<file path="src/rtl/vedic_mul_arbiter.sv">
// ---------------------------------------------------------------------------
// vedic_mul_arbiter
//
// Shares one pipelined 4x4 multiplier between NREQ requesters. Operand pairs
// arrive on per-requester valid/ready channels. A round-robin arbiter picks at
// most one of them per cycle and issues it to the multiplier. The requester
// index (tag) of every issued operation is queued. When the multiplier
// reports completion, the tag and the product are paired again and placed in
// a response FIFO.
//
// The multiplier cannot be stalled. A credit counter therefore limits
// in-flight operations plus buffered responses to DEPTH. This ensures that
// every completion finds room in the response FIFO.
//
// Ports
//   clk         rising-edge clock for all logic
//   reset       asynchronous, active-low reset
//   req_valid   [NREQ]     requester i offers an operand pair
//   req_ready   [NREQ]     one-hot grant (combinational)
//   req_a/req_b [4*NREQ]   operands, requester i on bits [4i+3:4i]
//   mul_a/mul_b [4]        registered operands to the multiplier
//   mul_start              registered start strobe to the multiplier
//   mul_result  [8]        product from the multiplier
//   mul_done               completion strobe, results in issue order
//   rsp_valid              response FIFO non-empty
//   rsp_ready              consumer takes the head response
//   rsp_id      [ID_W]     requester index of the head response (0 if empty)
//   rsp_data    [8]        product of the head response (0 if empty)
//   busy                   credit count nonzero
//   err                    sticky: completion arrived with no tag queued
// ---------------------------------------------------------------------------
module vedic_mul_arbiter #(
   parameter int NREQ  = 4,
   parameter int ID_W  = 2,
   parameter int DEPTH = 8
) (
   input  logic              clk,
   input  logic              reset,
   input  logic [NREQ-1:0]   req_valid,
   output logic [NREQ-1:0]   req_ready,
   input  logic [4*NREQ-1:0] req_a,
   input  logic [4*NREQ-1:0] req_b,
   output logic [3:0]        mul_a,
   output logic [3:0]        mul_b,
   output logic              mul_start,
   input  logic [7:0]        mul_result,
   input  logic              mul_done,
   output logic              rsp_valid,
   input  logic              rsp_ready,
   output logic [ID_W-1:0]   rsp_id,
   output logic [7:0]        rsp_data,
   output logic              busy,
   output logic              err
);

   // FIFO index width. Each pointer carries one extra wrap bit on top.
   localparam int AW    = $clog2(DEPTH);
   localparam int CNT_W = $clog2(DEPTH + 1);
   localparam int RES_W = ID_W + 8;

   localparam logic [CNT_W-1:0] CNT_MAX  = CNT_W'(DEPTH);
   localparam logic [ID_W-1:0]  LAST_RST = ID_W'(NREQ - 1);
   localparam logic [AW-1:0]    IDX_LAST = AW'(DEPTH - 1);

   // Advance a {wrap, index} pointer. The index wraps explicitly, so DEPTH
   // does not have to be a power of two.
   function automatic logic [AW:0] ptr_inc(input logic [AW:0] p);
      logic [AW:0] n;
      if (p[AW-1:0] == IDX_LAST) begin
         n = {~p[AW], {AW{1'b0}}};
      end else begin
         n = {p[AW], p[AW-1:0] + AW'(1)};
      end
      return n;
   endfunction

   // ------------------------------------------------------------------
   // State
   // ------------------------------------------------------------------
   logic [CNT_W-1:0] cnt_reg;
   logic [ID_W-1:0]  last_reg;
   logic             err_reg;
   logic             mul_start_reg;
   logic [3:0]       mul_a_reg;
   logic [3:0]       mul_b_reg;

   logic [ID_W-1:0]  tag_mem [DEPTH];
   logic [AW:0]      tag_wr_reg;
   logic [AW:0]      tag_rd_reg;

   logic [RES_W-1:0] res_mem [DEPTH];
   logic [AW:0]      res_wr_reg;
   logic [AW:0]      res_rd_reg;

   // ------------------------------------------------------------------
   // Per-requester operand views
   // ------------------------------------------------------------------
   logic [3:0] op_a [NREQ];
   logic [3:0] op_b [NREQ];

   genvar gi;
   generate
      for (gi = 0; gi < NREQ; gi++) begin : g_unpack
         assign op_a[gi] = req_a[4*gi +: 4];
         assign op_b[gi] = req_b[4*gi +: 4];
      end
   endgenerate

   // ------------------------------------------------------------------
   // Round-robin arbitration
   // The first pass covers indices above last_reg. The second pass wraps
   // around to indices at or below last_reg. Together they search from
   // last_reg+1 in circular order. The current credit count gates every
   // grant. A pop in this cycle therefore frees a credit only from the next
   // cycle onward. Grants are also held off while reset is asserted.
   // ------------------------------------------------------------------
   logic [NREQ-1:0] grant;
   logic            grant_any;
   logic [ID_W-1:0] grant_idx;
   logic [3:0]      sel_a;
   logic [3:0]      sel_b;
   logic            credit_ok;

   assign credit_ok = (cnt_reg < CNT_MAX);

   always_comb begin
      grant     = '0;
      grant_any = 1'b0;
      grant_idx = '0;
      sel_a     = '0;
      sel_b     = '0;
      if (credit_ok && reset) begin
         for (int i = 0; i < NREQ; i++) begin
            if (!grant_any && req_valid[i] && (ID_W'(i) > last_reg)) begin
               grant[i]  = 1'b1;
               grant_any = 1'b1;
               grant_idx = ID_W'(i);
               sel_a     = op_a[i];
               sel_b     = op_b[i];
            end
         end
         for (int i = 0; i < NREQ; i++) begin
            if (!grant_any && req_valid[i] && (ID_W'(i) <= last_reg)) begin
               grant[i]  = 1'b1;
               grant_any = 1'b1;
               grant_idx = ID_W'(i);
               sel_a     = op_a[i];
               sel_b     = op_b[i];
            end
         end
      end
   end

   assign req_ready = grant;

   // A grant is only raised for a valid requester, so a grant means issue.
   logic issue;
   assign issue = grant_any;

   // ------------------------------------------------------------------
   // Tag FIFO: requester index of each in-flight operation
   // ------------------------------------------------------------------
   logic            tag_empty;
   logic            tag_pop;
   logic [ID_W-1:0] tag_head;

   assign tag_empty = (tag_wr_reg == tag_rd_reg);
   assign tag_pop   = mul_done && !tag_empty;
   assign tag_head  = tag_mem[tag_rd_reg[AW-1:0]];

   always_ff @(posedge clk) begin
      if (issue) begin
         tag_mem[tag_wr_reg[AW-1:0]] <= grant_idx;
      end
   end

   always_ff @(posedge clk or negedge reset) begin
      if (!reset) begin
         tag_wr_reg <= '0;
         tag_rd_reg <= '0;
      end else begin
         if (issue) begin
            tag_wr_reg <= ptr_inc(tag_wr_reg);
         end
         if (tag_pop) begin
            tag_rd_reg <= ptr_inc(tag_rd_reg);
         end
      end
   end

   // ------------------------------------------------------------------
   // Result FIFO: {tag, product} in completion order
   // Credits already prevent an overflow. The full term only protects
   // against a push that is not matched by a pop in the same cycle.
   // ------------------------------------------------------------------
   logic             res_empty;
   logic             res_full;
   logic             res_push;
   logic             res_pop;
   logic [RES_W-1:0] res_head;

   assign res_empty = (res_wr_reg == res_rd_reg);
   assign res_full  = (res_wr_reg[AW-1:0] == res_rd_reg[AW-1:0]) &&
                      (res_wr_reg[AW] != res_rd_reg[AW]);
   assign res_pop   = !res_empty && rsp_ready;
   assign res_push  = tag_pop && (!res_full || res_pop);
   assign res_head  = res_mem[res_rd_reg[AW-1:0]];

   always_ff @(posedge clk) begin
      if (res_push) begin
         res_mem[res_wr_reg[AW-1:0]] <= {tag_head, mul_result};
      end
   end

   always_ff @(posedge clk or negedge reset) begin
      if (!reset) begin
         res_wr_reg <= '0;
         res_rd_reg <= '0;
      end else begin
         if (res_push) begin
            res_wr_reg <= ptr_inc(res_wr_reg);
         end
         if (res_pop) begin
            res_rd_reg <= ptr_inc(res_rd_reg);
         end
      end
   end

   // The head of an empty FIFO reads as zero. Stale memory contents never
   // reach the outputs.
   always_comb begin
      rsp_id   = '0;
      rsp_data = '0;
      if (!res_empty) begin
         rsp_id   = res_head[RES_W-1 -: ID_W];
         rsp_data = res_head[7:0];
      end
   end

   assign rsp_valid = !res_empty;

   // ------------------------------------------------------------------
   // Credits, round-robin pointer, issue registers, error flag
   // A spurious completion (tag FIFO empty) consumes no credit. The credit
   // is returned only when the response leaves the FIFO.
   // ------------------------------------------------------------------
   always_ff @(posedge clk or negedge reset) begin
      if (!reset) begin
         cnt_reg <= '0;
      end else begin
         case ({issue, res_pop})
            2'b10:   cnt_reg <= cnt_reg + CNT_W'(1);
            2'b01:   cnt_reg <= cnt_reg - CNT_W'(1);
            default: cnt_reg <= cnt_reg;
         endcase
      end
   end

   always_ff @(posedge clk or negedge reset) begin
      if (!reset) begin
         last_reg      <= LAST_RST;
         mul_start_reg <= 1'b0;
         mul_a_reg     <= '0;
         mul_b_reg     <= '0;
      end else begin
         mul_start_reg <= issue;
         if (issue) begin
            last_reg  <= grant_idx;
            mul_a_reg <= sel_a;
            mul_b_reg <= sel_b;
         end
      end
   end

   always_ff @(posedge clk or negedge reset) begin
      if (!reset) begin
         err_reg <= 1'b0;
      end else if (mul_done && tag_empty) begin
         err_reg <= 1'b1;
      end
   end

   assign mul_start = mul_start_reg;
   assign mul_a     = mul_a_reg;
   assign mul_b     = mul_b_reg;
   assign busy      = (cnt_reg != '0);
   assign err       = err_reg;

endmodule

</file>
<file path="config.mk">
export PLATFORM = sky130hd
export DESIGN_NAME = vedic_mul_arbiter
export DESIGN_NICKNAME = d
export VERILOG_FILES = /design/src/rtl/vedic_mul_arbiter.sv
export SDC_FILE = /design/constraint.sdc
export NUM_CORES = 1
export LEC_CHECK = 0
export BUFFER_PORTS_ARGS = -buffer_cell sky130_fd_sc_hd__clkbuf_2
export CORE_MARGIN = 1
export CORE_UTILIZATION = 44
export DETAILED_ROUTE_END_ITERATION = 6
export HOLD_SLACK_MARGIN = 0.1
export PLACE_DENSITY = 0.74
export SYNTH_ARGS = -nofsm -noshare
export SYNTH_HDL_FRONTEND = slang
export SYNTH_SLANG_ARGS = --single-unit
</file>
<file path="constraint.sdc">
create_clock -name clk -period 3.3 [get_ports clk]
set_clock_uncertainty 0.15 [all_clocks]
set_input_delay 0.495 -clock clk [delete_from_list [all_inputs] [get_ports clk]]
set_output_delay 0.495 -clock clk [all_outputs]
set_load 0.01 [all_outputs]
</file>
==> flow_summary.json <==
{
  "drc": 0,
  "crit_end": "res_mem[0][2]$_DFFE_PP_",
  "netlist_area_um2": 6050,
  "grt_max_degree": 33,
  "floorplan.die.height_um": 119,
  "synthTopCellsByCount": "edfxtp_1 (96), dfrtp_1 (30), nand2_1 (24), nor2_1 (24), mux4_2 (20)",
  "synthXorXnorAreaFrac_pct": 2.71,
  "start_util_pct": 45.3,
  "postCtsHoldBufs": 1,
  "r2r_end": "res_mem[0][2]$_DFFE_PP_",
  "synth_ff_type": "edfxtp_1",
  "static-leakage-power_nw": 2.70,
  "r2r_start": "tag_wr_reg[0]$_DFFE_PN0P_",
  "largest_reg_flops": 80,
  "io_pins": 74,
  "finalCritPeriodShare_pct": 87.8,
  "cp_data_required_time_ns": 3.28,
  "crit_path_start_kind": "flop",
  "rsz0062_at_grt": "no",
  "ff2ff_path_depth": 6,
  "wl_um": 12800,
  "synth_compound_area_share_pct": 9.16,
  "timing.fmax_mhz": 345,
  "endpoint_kind": "flop",
  "relSlewSlack_pct": 25.1,
  "syn_nets": 466,
  "synth_top_area_share_pct": 47.7,
  "cts_setup_buffers": 0,
  "antenna_found_initial": 0,
  "rows": 42,
  "die_w_um": 119,
  "core_area_um2": 13300,
  "drive_gt1_share_pct": 32.3,
  "worstMarginPinSlew_ns": 1.12,
  "grt_pass1_vias": 3869,
  "path_clk_slew_ns": 0.06,
  "setup_viol": 0,
  "yosysUniqueCellTypes": 54,
  "cts.htree.levels": 4,
  "synth_top_family_by_area": "multiplexers",
  "async_flop_share_pct": 25.0,
  "crit_start": "tag_wr_reg[0]$_DFFE_PN0P_",
  "ant_nets": 0,
  "power.total_mw": 6.65,
  "gp_congestion": 0.876,
  "synth_seq_cells": 128,
  "avgViaCountPerCell": 5.59,
  "hold_path_class": "primary input to flop",
  "power_density_nw_per_um2": 927,
  "overflow": 0,
  "drv_slew": 0,
  "hpwl_um": 8710,
  "synthMuxAreaShare_pct": 14.2,
  "cts_tree": "done",
  "synth_warnings": 0,
  "drt_iter0_drc": 258,
  "num-nets-final": 550,
  "num_vias": 3799,
  "ys_seq_area_share_pct": 60.9,
  "hold_viol": 0,
  "antenna_cells": 0,
  "outcome": "finished clean",
  "drtPass1Iterations": 5,
  "routedWlPerCell_um": 18.9,
  "num-fill-cells": 1100,
  "r2r_slack_ns": 0.40,
  "seqCellArea_um2": 3690,
  "crit_path_max_incr_delay_ns": 0.81,
  "crit_slowest_cell": "nor3b_1",
  "synth.area.top_cells": "edfxtp_1 (48%), dfrtp_1 (12%), mux4_2 (7.4%)",
  "yosys.area_share.simple_pct": 8.23,
  "synth.avg_cell_area_um2": 14.9,
  "crit_type": "flop to flop",
  "synth_most_common_cell": "edfxtp_1",
  "cts_resized": 0,
  "syn_inst": 407,
  "hold_depth": 2,
  "synth_top_area_cell": "edfxtp_1",
  "finalSetupTns_ns": 0,
  "cts-buffers-inserted": 17,
  "clock-sinks": 128,
  "grtUsageTotal_pct": 19.2,
  "critPathMaxFanout": 9,
  "root_buffer": "clkbuf_16",
  "synthToLayoutAreaGrowth_pct": 18.6,
  "synthAdderAreaFrac_pct": 2.28,
  "port_buffers": 73,
  "insertion_delay_ns": 0.41,
  "vdd_drop_max_mv": 0.494,
  "maxCapViolations": 0,
  "crit_arrival_ns": 2.88,
  "clk_path_buf_depth": 2,
  "fp.dieArea_um2": 14200,
  "synth_edf_count": 96,
  "min_period_ns": 2.90,
  "grt_pass1_wl_um": 20200,
  "multi_input_area_um2": 2210,
  "worstPathCellList": "xor2_2, o41ai_4, a21oi_4, nor2b_4, nor3b_1, buf_4"
}
==> cell usage in the layout (no fill, tap or decap), types with 3 or more instances in the layout <==
cell type	count
clkbuf_2	73
inv_1	5
nor3_2	3
nor2b_1	4
buf_4	15
nand3b_1	3
clkbuf_16	17
a21o_1	5
nand2_1	24
a21oi_1	16
a32o_1	8
nand3_1	9
ha_1	11
a211oi_1	8
xnor2_1	4
o21ai_0	12
nand2b_1	4
xor2_1	11
clkinv_1	3
mux2i_1	18
o31ai_1	8
o22ai_1	8
nor3b_1	5
edfxtp_1	96
clkinvlp_4	6
nor3_1	6
dfrtp_1	30
mux4_1	4
nor2_1	24
mux2_2	10
mux4_2	20
==> report_power, final <==
part | switching [mW] | total (mW) | leakage (nW) | internal [mW]
Clock | 0.682 | 1.71 | 0.247 | 1.03
Combinational | 1.32 | 2.43 | 1.20 | 1.11
Sequential | 0.295 | 2.51 | 1.26 | 2.21
Total | 2.29 | 6.65 | 2.70 | 4.35
==> kinds of logic (layout without fill, tap and decap cells) <==
| logic type | after synthesis | count (layout) |
|---|---|---|
| DFF | 128 | 128 |
| and+or+nand+nor | 95 | 95 |
| AOI/OAI and AO/OA | 74 | 74 |
| muxes | 53 | 53 |
| buffers and inverters | 29 | 126 |
| xor gates and xnor gates | 17 | 17 |
| adders and majority gates | 11 | 11 |
==> stage by stage <==
step / area [µm²] / hold slack [ns] / utilization (%) / worst slack, ns / instances
after global placement: 6620 / 0.293 / 49.6 / 0.539 / 647
after global routing: 7170 / 0.201 / 53.7 / 0.235 / 680
after CTS: 7170 / 0.192 / 53.7 / 0.397 / 680
final: 7170 / 0.208 / 53.7 / 0.401 / 680
after detailed placement: 6620 / 0.297 / 49.6 / 0.419 / 647
after floorplan: 6050 / 0.0494 / - / 0.654 / 407
==> worst max-delay path: cells and delay by family (launching register included) <==
family / cells / cell delay [ns]
xor+xnor: 1 / 0.24
compound gates: 2 / 0.39
flops: 1 / 0.53
simple gates: 2 / 1.01
buf+inv: 1 / 0.28
==> routing by layer <==
metal	GRT usage, %	share of wire, %	vias to the layer above
met1	24.4	44	1888
li1	-	-	1766
met5	0	0	-
met2	31.0	50	129
met3	4.74	4.9	16
met4	8.47	1.5	0
==> layout make-up <==
class                           count  area share, %
Clock inverter                     14           1.64
Timing Repair Buffer               89           6.80
Multi-Input combinational cell    250           30.9
Inverter                            5          0.262
Tap cell                          176           3.07
Clock buffer                       18           5.98
Sequential cell                   128           51.4
==> worst min path at each step <==
stage / slack [ns] / to / startpoint
final: 0.21 / err$_DFFE_PN0P_ / mul_done
after global routing: 0.20 / res_mem[5][5]$_DFFE_PP_ / mul_result[5]
after CTS: 0.19 / res_mem[5][5]$_DFFE_PP_ / mul_result[5]
after detailed placement: 0.30 / err$_DFFE_PN0P_ / err$_DFFE_PN0P_
after global placement: 0.29 / err$_DFFE_PN0P_ / err$_DFFE_PN0P_
after floorplan: 0.05 / cnt_reg[0]$_DFFE_PN0P_ / reset
Note: power is estimated with default switching activity, not from simulation.
